### src/rtl/dmem_lsu.sv
// dmem_lsu: load/store unit between the core memory stage and a word-only dmem.
// Executes one RV32I load or store per request. Sub-word loads are extracted and
// sign/zero-extended; sb/sh are done as read-modify-write because dmem only
// writes whole words. Misaligned or illegal requests answer with an error
// without touching memory.
//
// Ports:
//   clk, reset            clock, synchronous active-high reset
//   req_valid/req_ready   request handshake (ready only in IDLE)
//   req_we, req_funct3    store flag and RV32I funct3
//   req_addr, req_wdata   byte address and store data
//   req_pc                instruction PC forwarded to dmem
//   resp_valid            one-cycle completion pulse
//   resp_rdata, resp_err  load result (0 for stores/errors) and error flag
//   mem_we, mem_a, mem_wd, mem_pc   dmem write enable, word address, data, PC
//   mem_rd                dmem combinational read data
module dmem_lsu (
    input  logic        clk,
    input  logic        reset,
    input  logic        req_valid,
    output logic        req_ready,
    input  logic        req_we,
    input  logic [2:0]  req_funct3,
    input  logic [31:0] req_addr,
    input  logic [31:0] req_wdata,
    input  logic [31:0] req_pc,
    output logic        resp_valid,
    output logic [31:0] resp_rdata,
    output logic        resp_err,
    output logic        mem_we,
    output logic [31:0] mem_a,
    output logic [31:0] mem_wd,
    output logic [31:0] mem_pc,
    input  logic [31:0] mem_rd
);

    typedef enum logic [1:0] {IDLE, RD, WR, RESP} state_t;

    state_t      state, state_next;
    logic        we_q;
    logic [2:0]  f3_q;
    logic [31:0] addr_q;
    logic [31:0] wdata_q;
    logic [31:0] pc_q;
    logic [31:0] wd_q;
    logic [31:0] rdata_q;
    logic        err_q;

    logic        req_err;
    logic        accept;
    logic [7:0]  byte_sel;
    logic [15:0] half_sel;
    logic [31:0] load_val;
    logic [31:0] merged;

    assign req_ready  = (state == IDLE);
    assign accept     = req_valid & req_ready;
    assign resp_valid = (state == RESP);
    assign resp_rdata = rdata_q;
    assign resp_err   = err_q;
    assign mem_we     = (state == WR) & ~reset;
    assign mem_a      = {addr_q[31:2], 2'b00};
    assign mem_wd     = wd_q;
    assign mem_pc     = pc_q;

    // Classification of the incoming request.
    always_comb begin
        req_err = 1'b0;
        case (req_funct3)
            3'b000:  req_err = 1'b0;
            3'b001:  req_err = req_addr[0];
            3'b010:  req_err = |req_addr[1:0];
            3'b100:  req_err = req_we;
            3'b101:  req_err = req_we | req_addr[0];
            default: req_err = 1'b1;
        endcase
    end

    // Lane extraction and merge on the word currently read from dmem.
    always_comb begin
        byte_sel = mem_rd[7:0];
        case (addr_q[1:0])
            2'd0: byte_sel = mem_rd[7:0];
            2'd1: byte_sel = mem_rd[15:8];
            2'd2: byte_sel = mem_rd[23:16];
            2'd3: byte_sel = mem_rd[31:24];
            default: byte_sel = mem_rd[7:0];
        endcase
        half_sel = addr_q[1] ? mem_rd[31:16] : mem_rd[15:0];

        load_val = mem_rd;
        case (f3_q)
            3'b000:  load_val = {{24{byte_sel[7]}}, byte_sel};
            3'b100:  load_val = {24'h0, byte_sel};
            3'b001:  load_val = {{16{half_sel[15]}}, half_sel};
            3'b101:  load_val = {16'h0, half_sel};
            default: load_val = mem_rd;
        endcase

        // Only sb (funct3 000) and sh (funct3 001) reach the merge path.
        merged = mem_rd;
        if (!f3_q[0]) begin
            case (addr_q[1:0])
                2'd0: merged[7:0]   = wdata_q[7:0];
                2'd1: merged[15:8]  = wdata_q[7:0];
                2'd2: merged[23:16] = wdata_q[7:0];
                2'd3: merged[31:24] = wdata_q[7:0];
                default: merged = mem_rd;
            endcase
        end else if (addr_q[1]) begin
            merged[31:16] = wdata_q[15:0];
        end else begin
            merged[15:0] = wdata_q[15:0];
        end
    end

    always_comb begin
        state_next = state;
        case (state)
            IDLE: begin
                if (accept) begin
                    if (req_err)                     state_next = RESP;
                    else if (!req_we)                state_next = RD;
                    else if (req_funct3 == 3'b010)   state_next = WR;
                    else                             state_next = RD;
                end
            end
            RD:      state_next = we_q ? WR : RESP;
            WR:      state_next = RESP;
            RESP:    state_next = IDLE;
            default: state_next = IDLE;
        endcase
    end

    // resp_rdata/resp_err only change on the edge that enters RESP, so they
    // hold their previous values between responses.
    always_ff @(posedge clk) begin
        if (reset) begin
            state   <= IDLE;
            we_q    <= 1'b0;
            f3_q    <= '0;
            addr_q  <= '0;
            wdata_q <= '0;
            pc_q    <= '0;
            wd_q    <= '0;
            rdata_q <= '0;
            err_q   <= 1'b0;
        end else begin
            state <= state_next;
            case (state)
                IDLE: begin
                    if (accept) begin
                        we_q    <= req_we;
                        f3_q    <= req_funct3;
                        addr_q  <= req_addr;
                        wdata_q <= req_wdata;
                        pc_q    <= req_pc;
                        if (req_err) begin
                            err_q   <= 1'b1;
                            rdata_q <= '0;
                        end else if (req_we && req_funct3 == 3'b010) begin
                            wd_q <= req_wdata;
                        end
                    end
                end
                RD: begin
                    if (we_q) begin
                        wd_q <= merged;
                    end else begin
                        rdata_q <= load_val;
                        err_q   <= 1'b0;
                    end
                end
                WR: begin
                    rdata_q <= '0;
                    err_q   <= 1'b0;
                end
                default: ;
            endcase
        end
    end

endmodule

### config.mk
export PLATFORM = sky130hd
export DESIGN_NAME = dmem_lsu
export DESIGN_NICKNAME = d
export VERILOG_FILES = /design/src/rtl/dmem_lsu.sv
export SDC_FILE = /design/constraint.sdc
export NUM_CORES = 1
export LEC_CHECK = 0
export ABC_AREA = 1
export BUFFER_PORTS_ARGS = -buffer_cell sky130_fd_sc_hd__buf_2
export CORE_AREA = 2 2 123 125
export CTS_CLUSTER_DIAMETER = 30
export DETAILED_ROUTE_END_ITERATION = 16
export DIE_AREA = 0 0 125 127
export PLACE_DENSITY = 0.85
export SYNTH_ARGS = -nofsm -noshare
export SYNTH_HDL_FRONTEND = slang
export SYNTH_SLANG_ARGS = --single-unit
export TNS_END_PERCENT = 100
### constraint.sdc
create_clock -name clk -period 4.95 [get_ports clk]
set_input_delay 0.7425 -clock clk [delete_from_list [all_inputs] [get_ports clk]]
set_output_delay 0.7425 -clock clk [all_outputs]
set_load 0.01 [all_outputs]
==> Yosys cells after proc, flatten, opt, wreduce, memory -nomap -nowiden <==
Cells that the tools add are included.
{ "word_totals": {"regBits": 151, "in_bits": 135, "out_inout_bits": 132, "wordCells": 73} }
{ "op_classes": {"eq_ne": 19, "n_mux": 30, "bitwise": 4, "n_reduce_logical": 11} }
{ "op_table": {"columns": ["operator", "n"], "rows": [
  ["2-to-1 mux 32 bit", 8],
  ["case mux 32 bit (4 select lines)", 1],
  ["case mux 32 bit (3 select lines)", 1],
  ["case mux 32 bit (2 select lines)", 1],
  ["2-to-1 mux 16 bit", 3],
  ["2-to-1 mux 8 bit", 4],
  ["case mux 8 bit (4 select lines)", 1],
  ["equality test 3 bit (second input constant)", 4],
  ["equality test 2 bit (second input constant)", 4],
  ["2-to-1 mux 2 bit", 4],
  ["case mux 2 bit (4 select lines)", 1],
  ["equality test 3 x 1 -> 1 bit (second input constant)", 2],
  ["logical NOT 3 bit", 2],
  ["!= test 2 x 1 -> 1 bit (second input constant)", 3],
  ["!= test 2 bit (second input constant)", 3],
  ["case mux 1 bit (5 select lines)", 1],
  ["AND reduction 5 bit", 1],
  ["equality test 2 x 1 -> 1 bit (second input constant)", 2],
  ["logical NOT 2 bit", 2],
  ["2-to-1 mux 1 bit", 4],
  ["AND reduction 4 bit", 1],
  ["equality test 3 x 2 -> 1 bit (second input constant)", 1],
  ["case mux 1 bit (3 select lines)", 1],
  ["nonzero test 3 bit", 1],
  ["other kinds (7)", 8]
]} }

==> Depth between registers and ports, before layout <==
Gate-level depths: netlist (run 1).
{ "logic_depth": {"ltp_word": 6, "ltp_mapped": 12, "depth_no_buf": 11} }

==> Worst setup path before layout (run 1) <==
Ideal clock, no wire load.
{ "synth_path": {"path_type": "in2out", "from": "input port reset", "to": "output port mem_we", "arrival_ns": 1.414, "t_required_ns": 4.208, "setup_slack_ns": 2.794, "stages": 3, "n_path_buf": 2, "cell_sequence": "clkbuf_1 > buf_1 > nor2_1"} }
{ "synth_via": {"elab_chain_len": 2} }
{ "synth_lines": {"columns": ["element", "line_no", "text"], "rows": [
  ["start, declared", "19", "input logic reset,"],
  ["NOT 1 bit", "61", "assign mem_we = (state == WR) & ~reset;"],
  ["AND 1 bit", "61", null],
  ["end, declared", "30", "output logic mem_we,"]
]} }
No other way between the ends.

==> Final worst setup path (run 1) <==
{ "layout_path": {"from": "register state[1]", "to": "register wd_q[30], in the netlist mem_wd[30]"} }
{ "layout_via": {"elab_chain_len": 4, "elab_cells_between_ends": 10, "classes_between": "5 x eq/ne; 1 x mux; 1 x bitwise; 3 x reduce/logical"} }
{ "layout_lines": {"columns": ["element", "line_no", "text"], "rows": [
  ["start, declared", "39", "state_t state, state_next;"],
  ["start signal, assigned", "149", "state <= state_next;"],
  ["logical NOT 2 bit", "56, 150", null],
  ["AND 1 bit", "57", "assign accept = req_valid & req_ready;"],
  ["!= test 2 x 1 -> 1 bit (no source line)", null, null],
  ["AND reduction 5 bit (no source line)", null, null],
  ["end signal, assigned", "162", "wd_q <= req_wdata;"],
  ["end signal, assigned", "168", "wd_q <= merged;"],
  ["end, declared", "45", "logic [31:0] wd_q;"]
]} }
Parallel ways exist; a longest one is shown, timed or not.
A chain may end at the register's enable or synchronous reset.

==> results by group, run 1 <==
Run status
  • Outcome: finished, final reports clean

STA
  • Setup TNS: 0 ns
  • Clk_skew: approximately 0.0063 ns
  • RSZ-0062 raised after global routing: false
  • Tcrit/Tclk final: roughly 57%
  • Actual slew at the worst max-slew pin: between 1 and 1.5 ns
  • FMAX: approximately 350 MHz
  • Slew Limit Fails: 0
  • Slew margin rel.: roughly 26%
  • Final Setup Violations: 0
  • Setup WS post-layout: around 2.1 ns
  • Minimum clock period: approximately 2.8 ns
  • Final Hold Fails: 0

Floorplanning
  • I/O pin total: roughly 270
  • Area of the die: 15900 um2
  • Initial Util: a little over half
  • Core area: approximately 14000 um2
  • Rows: 44
  • Chip Width: ~130 um
  • Die Y: ~130 um

Yosys
  • Sequential-to-total area share from yosys stat: 38.5%
  • Top cells by area, synth: dfxtp_1, nor2_1, nand2_1
  • Post-synth cell types: 31
  • Leading area contributor after synthesis: dfxtp_1
  • Yosys top cell area share: between 30% and 40%
  • Mapped Cells: 1237
  • Top_reg_cell synth: dfxtp_1
  • Mapped Area: about 7900 um2
  • Register bit total from synthesis: approximately 150
  • EDFF count, synth: 0
  • Yosys warns: 0
  • Synthesized area per cell: 6.35 um2
  • Asr flop ratio synth: 0%

Global route
  • Pin count of the biggest net entering global routing: 80
  • Initial antenna violation count: 2
  • Total track usage: between 20% and 30%
  • Global-route wire length before repair: roughly 37000 um
  • Vias in the first global route: about 7.5k
  • Total grt overflow: 0

Route
  • Antenna-violating nets left: 0
  • 1st-pass router iterations: 5
  • Routed wl met2: roughly 11000 um
  • Max layer used: met4
  • Via density: between 5 and 6
  • Routed WL per cell: 14.2 um
  • Met1 wire length: about 9900 um
  • DR vias: 8363
  • DRC viols: 0
  • Met3 wire len: ~1800 um
  • Iter 0 DRT Violations: ~750
  • Post-Route WL: 22900 um

Power
  • Power per Cell Area: ~620 nW/um2
  • Leakage: around 4.7 nW
  • Maximum VDD drop: 0.000310 V

Final layout
  • Share of cells above drive strength 1: between 20% and 30%
  • # nets final: ~1.6k
  • FF/Latch Area: around 3000 um2
  • Multi-input logic area: 3910 um2
  • Synth-to-layout area growth: 20.1%
  • Fillers: between 1k and 1.5k

Setup path
  • CP Data Arrival Time: about 3.1 ns
  • Kind of critical path: reg2reg
  • Crit path launch type: register
  • Max Fanout on Critical Path: 64
  • CP required: approximately 5.3 ns
  • Crit end category: register

Place
  • IO buf count: about 260
  • Place WS: between 2 and 2.5 ns
  • Detail Placement HPWL: ~16000 um
  • Placer Congestion: about 0.93

Clock network
  • Post_cts resized: 0
  • Clk root buf: clkbuf_16
  • Post-CTS Setup Bufs: 0
  • Clock sink count: 151
  • Clk slew on worst S/H paths: ~0.060 ns
  • CTS tree: built
  • Hold buffer count at CTS: 0
  • Longest Clk Path Bufs: 2
  • Total CTS buffers: 17
  • Clk_lat worst skew: ~0.43 ns
  • CTS H-Tree Depth: 4

Job
  • Max Cap Viol: 0

Hold path
  • HP Class: reg2reg
-- power breakdown --
group / total, W / internal [W] / switching [W]
logic: 0.00277 / 0.000953 / 0.00182
registers: 0.00190 / 0.00164 / 0.000259
clock network: 0.00122 / 0.000665 / 0.000555
-- cells in the final DEF (no fill, tap or decap), types with 4 or more instances in the layout --
cell / n
inv_6: 4
nand2_1: 240
clkinvlp_4: 6
nand2_2: 4
o211ai_1: 14
nand3_1: 37
clkbuf_16: 17
inv_2: 6
dfxtp_1: 150
a21oi_1: 108
buf_2: 264
inv_1: 83
nor2_1: 284
o21ai_0: 168
or2_2: 9
buf_4: 6
-- final cells by class --
cell class,instances,area share (%)
Antenna cell,2,0.0530
Clock buffer,18,4.65
Clock inverter,14,1.25
Inverter,91,3.63
Multi-Input combinational cell,884,41.4
Sequential cell,151,32.0
Tap cell,184,2.44
Timing Repair Buffer,270,14.5
-- worst paths after layout --
check,start,endpoint,slack [ns],depth (start not counted)
worst max-delay path,state[1],mem_wd[30],2.13,9
worst min-delay path,resp_rdata[21],resp_rdata[21],0.46,2
worst max register to register,state[1],mem_wd[30],2.13,9
worst min register to register,resp_rdata[21],resp_rdata[21],0.46,2
-- synth_stat cells, drive strengths merged (4+ instances only) --
library cell and number:
a21oi 109, buf 73, clkbuf 39, dfxtp 151, ha 4, inv 90
nand2 244, nand3 38, nor2 287, o211ai 14, o21ai 170, or2 10
-- kinds of logic after synthesis --
kind of cell               count (synthesis)  share of synthesized area (%)
AOI/OAI and AO/OA                        295                           19.3
buffers and inverters                    203                           11.9
adders and majority gates                  4                          0.637
other                                      1                         0.0477
and+or+nand+nor                          583                           29.6
DFF                                      151                           38.5
-- worst max-delay path, stage by stage (launching register included) --
cell	delay (ns)
dfxtp_1	0.38
inv_1	0.08
ha_2	0.37
inv_2	0.51
or2_1	0.20
nand2_1	0.06
a21oi_2	0.15
nand3_4	0.50
a21oi_1	0.34
nor2_1	0.06
-- metrics by stage --
stage / area, um2 / hold slack (ns) / cells / utilization [%] / total power, W
6_report: 9440 / 0.465 / 1614 / 65.4 / 0.00589
5_1_grt: 9440 / 0.486 / 1614 / 65.4 / 0.00638
4_1_cts: 9430 / 0.465 / 1612 / 65.4 / 0.00589
3_5_place_dp: 8870 / 0.456 / 1580 / 61.5 / 0.00466
3_3_place_gp: 8870 / 0.451 / 1580 / 61.5 / 0.00461
2_1_floorplan: 7860 / 0.433 / 1238 / - / 0.00395
-- per-layer routing --
metal | vias to the layer above | global-route usage, %
met2 | 371 | 45.4
met3 | 48 | 6.07
met1 | 3692 | 37.2
met5 | - | 0
li1 | 4252 | -
met4 | 0 | 10.3
-- registers in the layout, summed over array words and instances, names as in the netlist --
name        flops
addr_q         32
mem_pc         32
mem_wd         32
resp_rdata     32
wdata_q        16
f3_q            3
state           2
resp_err        1
we_q            1
Power figures use the tool's default switching activity.
==> run 2, diff against run 1 <==
==> config.mk (replaced) <==
export PLATFORM = sky130hd
export DESIGN_NAME = dmem_lsu
export DESIGN_NICKNAME = d
export VERILOG_FILES = /design/src/rtl/dmem_lsu.sv
export SDC_FILE = /design/constraint.sdc
export NUM_CORES = 1
export LEC_CHECK = 0
export ABC_AREA = 0
export BUFFER_PORTS_ARGS = -buffer_cell sky130_fd_sc_hd__buf_2
export CORE_AREA = 2 2 124 126
export CTS_CLUSTER_DIAMETER = 30
export DETAILED_ROUTE_END_ITERATION = 16
export DIE_AREA = 0 0 126 128
export PLACE_DENSITY = 0.8
export SYNTH_ARGS = -nofsm -noshare
export SYNTH_HDL_FRONTEND = slang
export SYNTH_SLANG_ARGS = --single-unit
export TNS_END_PERCENT = 100
==> constraint.sdc (replaced) <==
create_clock -name clk -period 2.9 [get_ports clk]
set_input_delay 0.435 -clock clk [delete_from_list [all_inputs] [get_ports clk]]
set_output_delay 0.435 -clock clk [all_outputs]
set_load 0.01 [all_outputs]
==> results by group, run 2 <==
Global route
  • Global-route wire length before repair: roughly 35000 um
  • Pin count of the biggest net entering global routing: between 60 and 70
  • Total grt overflow: 0
  • Initial antenna violation count: 2
  • Vias in the first global route: 6632
  • Total track usage: 26.9%

STA
  • Setup TNS: 0 ns
  • Final Hold Fails: 0
  • Actual slew at the worst max-slew pin: 0.747 ns
  • FMAX: a little over 400 MHz
  • Slew Limit Fails: 0
  • Minimum clock period: between 2 and 2.5 ns
  • Slew margin rel.: 49.6%
  • Setup WS post-layout: 0.468 ns
  • Final Setup Violations: 0
  • Clk_skew: 0.00691 ns
  • Tcrit/Tclk final: 83.9%
  • RSZ-0062 raised after global routing: false

Clock network
  • CTS H-Tree Depth: 4
  • Post_cts resized: 0
  • Longest Clk Path Bufs: 2
  • Clk slew on worst S/H paths: 0.07 ns
  • Clock sink count: 151
  • Hold buffer count at CTS: 0
  • Clk_lat worst skew: ~0.43 ns
  • Total CTS buffers: 17
  • Post-CTS Setup Bufs: 0
  • Clk root buf: clkbuf_16
  • CTS tree: built

Final layout
  • Fin cells: roughly 1.3k
  • Share of cells above drive strength 1: about 33%
  • Synth-to-layout area growth: 25.5%
  • Final Util: about 61%
  • # nets final: between 1k and 1.5k
  • Commonest non-fill, non-tap cell in the layout: buf_2
  • Most frequent cells in the layout: buf_2, nand2_1, dfxtp_1

Power
  • Maximum VDD drop: 0.000548 V
  • Power per Cell Area: ~970 nW/um2
  • Leakage: between 4 and 5 nW

Yosys
  • Post-synth cell types: 46
  • Count leader, synth: nand2_1
  • Mapped Cells: around 900
  • Asr flop ratio synth: 0%
  • Top post-synthesis cells by count: nand2_1, dfxtp_1, a21oi_1
  • Synthesized area per cell: between 8 and 9 um2
  • Register bit total from synthesis: roughly 150
  • Leading area contributor after synthesis: dfxtp_1
  • Top_reg_cell synth: dfxtp_1
  • Top cells by area, synth: dfxtp_1, nand2_1, a21oi_1
  • Mapped Area: 7270 um2
  • EDFF count, synth: 0
  • Yosys warns: 0
  • Yosys top cell area share: around two fifths
  • Sequential-to-total area share from yosys stat: 41.6%

Setup path
  • Kind of critical path: reg2reg
  • CP required: between 3 and 4 ns
  • CP Data Arrival Time: 2.77 ns
  • Max Fanout on Critical Path: 12
  • Crit path launch type: register
  • Crit end category: register

Run status
  • Outcome: finished, final reports clean

Route
  • DR vias: roughly 7.1k
  • Post-Route WL: roughly 22000 um
  • DRC viols: 0
  • Antenna-violating nets left: 0
  • 1st-pass router iterations: 5
  • Routed WL per cell: between 15 and 20 um
  • Iter 0 DRT Violations: 650
  • Via density: around 5.6

Floorplanning
  • Die Y: ~130 um
  • Rows: 45
  • Area of the die: around 16000 um2
  • Initial Util: 48.9%
  • Core area: roughly 15000 um2
  • I/O pin total: between 200 and 300
  • Chip Width: approximately 130 um

Place
  • Place WS: between 0.5 and 0.6 ns
  • Detail Placement HPWL: around 16000 um
  • Placer Congestion: between 0.8 and 0.9
  • IO buf count: about 260
  • Placed Cells: 1245

Hold path
  • HP Class: in2reg

Job
  • Max Cap Viol: 0
run 2: changes by cell type after synthesis, sizes merged, moves of 23 or more:
cell	before	now
buf	73	44
nand2b	0	28
o21ai	170	50
inv	90	21
a221oi	0	25
clkbuf	39	64
nand2	244	185
a22o	0	23
nor2	287	20
run 2: worst paths after layout:
check	start	end	slack, ns	cells after the start
hold / removal	req_addr[16]	addr_q[16]	0.24	3
setup reg to reg	state[1]	resp_rdata[2]	0.47	6
setup / recovery	state[1]	resp_rdata[2]	0.47	6
hold reg to reg	mem_pc[5]	mem_pc[5]	0.45	2
run 2: per-layer routing:
layer / track usage, % / wire length (um)
met2: 42.9 / 10400
met4: 11.2 / 616
met3: 7.72 / 2060
met1: 34.4 / 9040
met5: 0 / 0
run 2: final cells by class:
class | count | area, um2
flip-flops and latches | 151 | 3020
diodes | 2 | 5.00
multi-input cells | 600 | 3630
fillers | 1355 | 5740
well taps | 188 | 235
inverters | 21 | 78.8
clock inverters | 14 | 221
clock buffers | 18 | 429
repair buffers | 285 | 1490
run 2: stage by stage:
stage / hold slack [ns] / total power (W) / instance area, um2
5_1_grt: 0.230 / 0.00941 / 9120
4_1_cts: 0.228 / 0.00891 / 9120
6_report: 0.239 / 0.00888 / 9120
3_3_place_gp: 0.438 / 0.00639 / 8470
2_1_floorplan: 0.431 / 0.00544 / 7270
3_5_place_dp: 0.442 / 0.00647 / 8470
run 2: cells by family (layout without fill, tap and decap cells):
family,Yosys count,count (layout),share of synthesized area [%]
adder cells (fa/ha/maj),4,4,0.689
multiplexers,35,35,5.20
buffers and inverters,129,338,8.57
flip-flops,151,151,41.6
AND/OR/NAND/NOR,294,294,18.4
AO/OA/AOI/OAI,265,265,25.5
other,1,4,0.0516
run 2: power by group:
part | switching [W] | internal, W
Clock | 0.000908 | 0.00154
Sequential | 0.000299 | 0.00258
Combinational | 0.00211 | 0.00145
Total | 0.00332 | 0.00556
run 2: critical path: stages (launching register included):
cell       delay, ns
dfxtp_1         0.37
inv_1           0.08
ha_2            0.19
and2_1          0.17
o41ai_2         0.68
nand3b_1        0.55
o2bb2ai_1       0.31
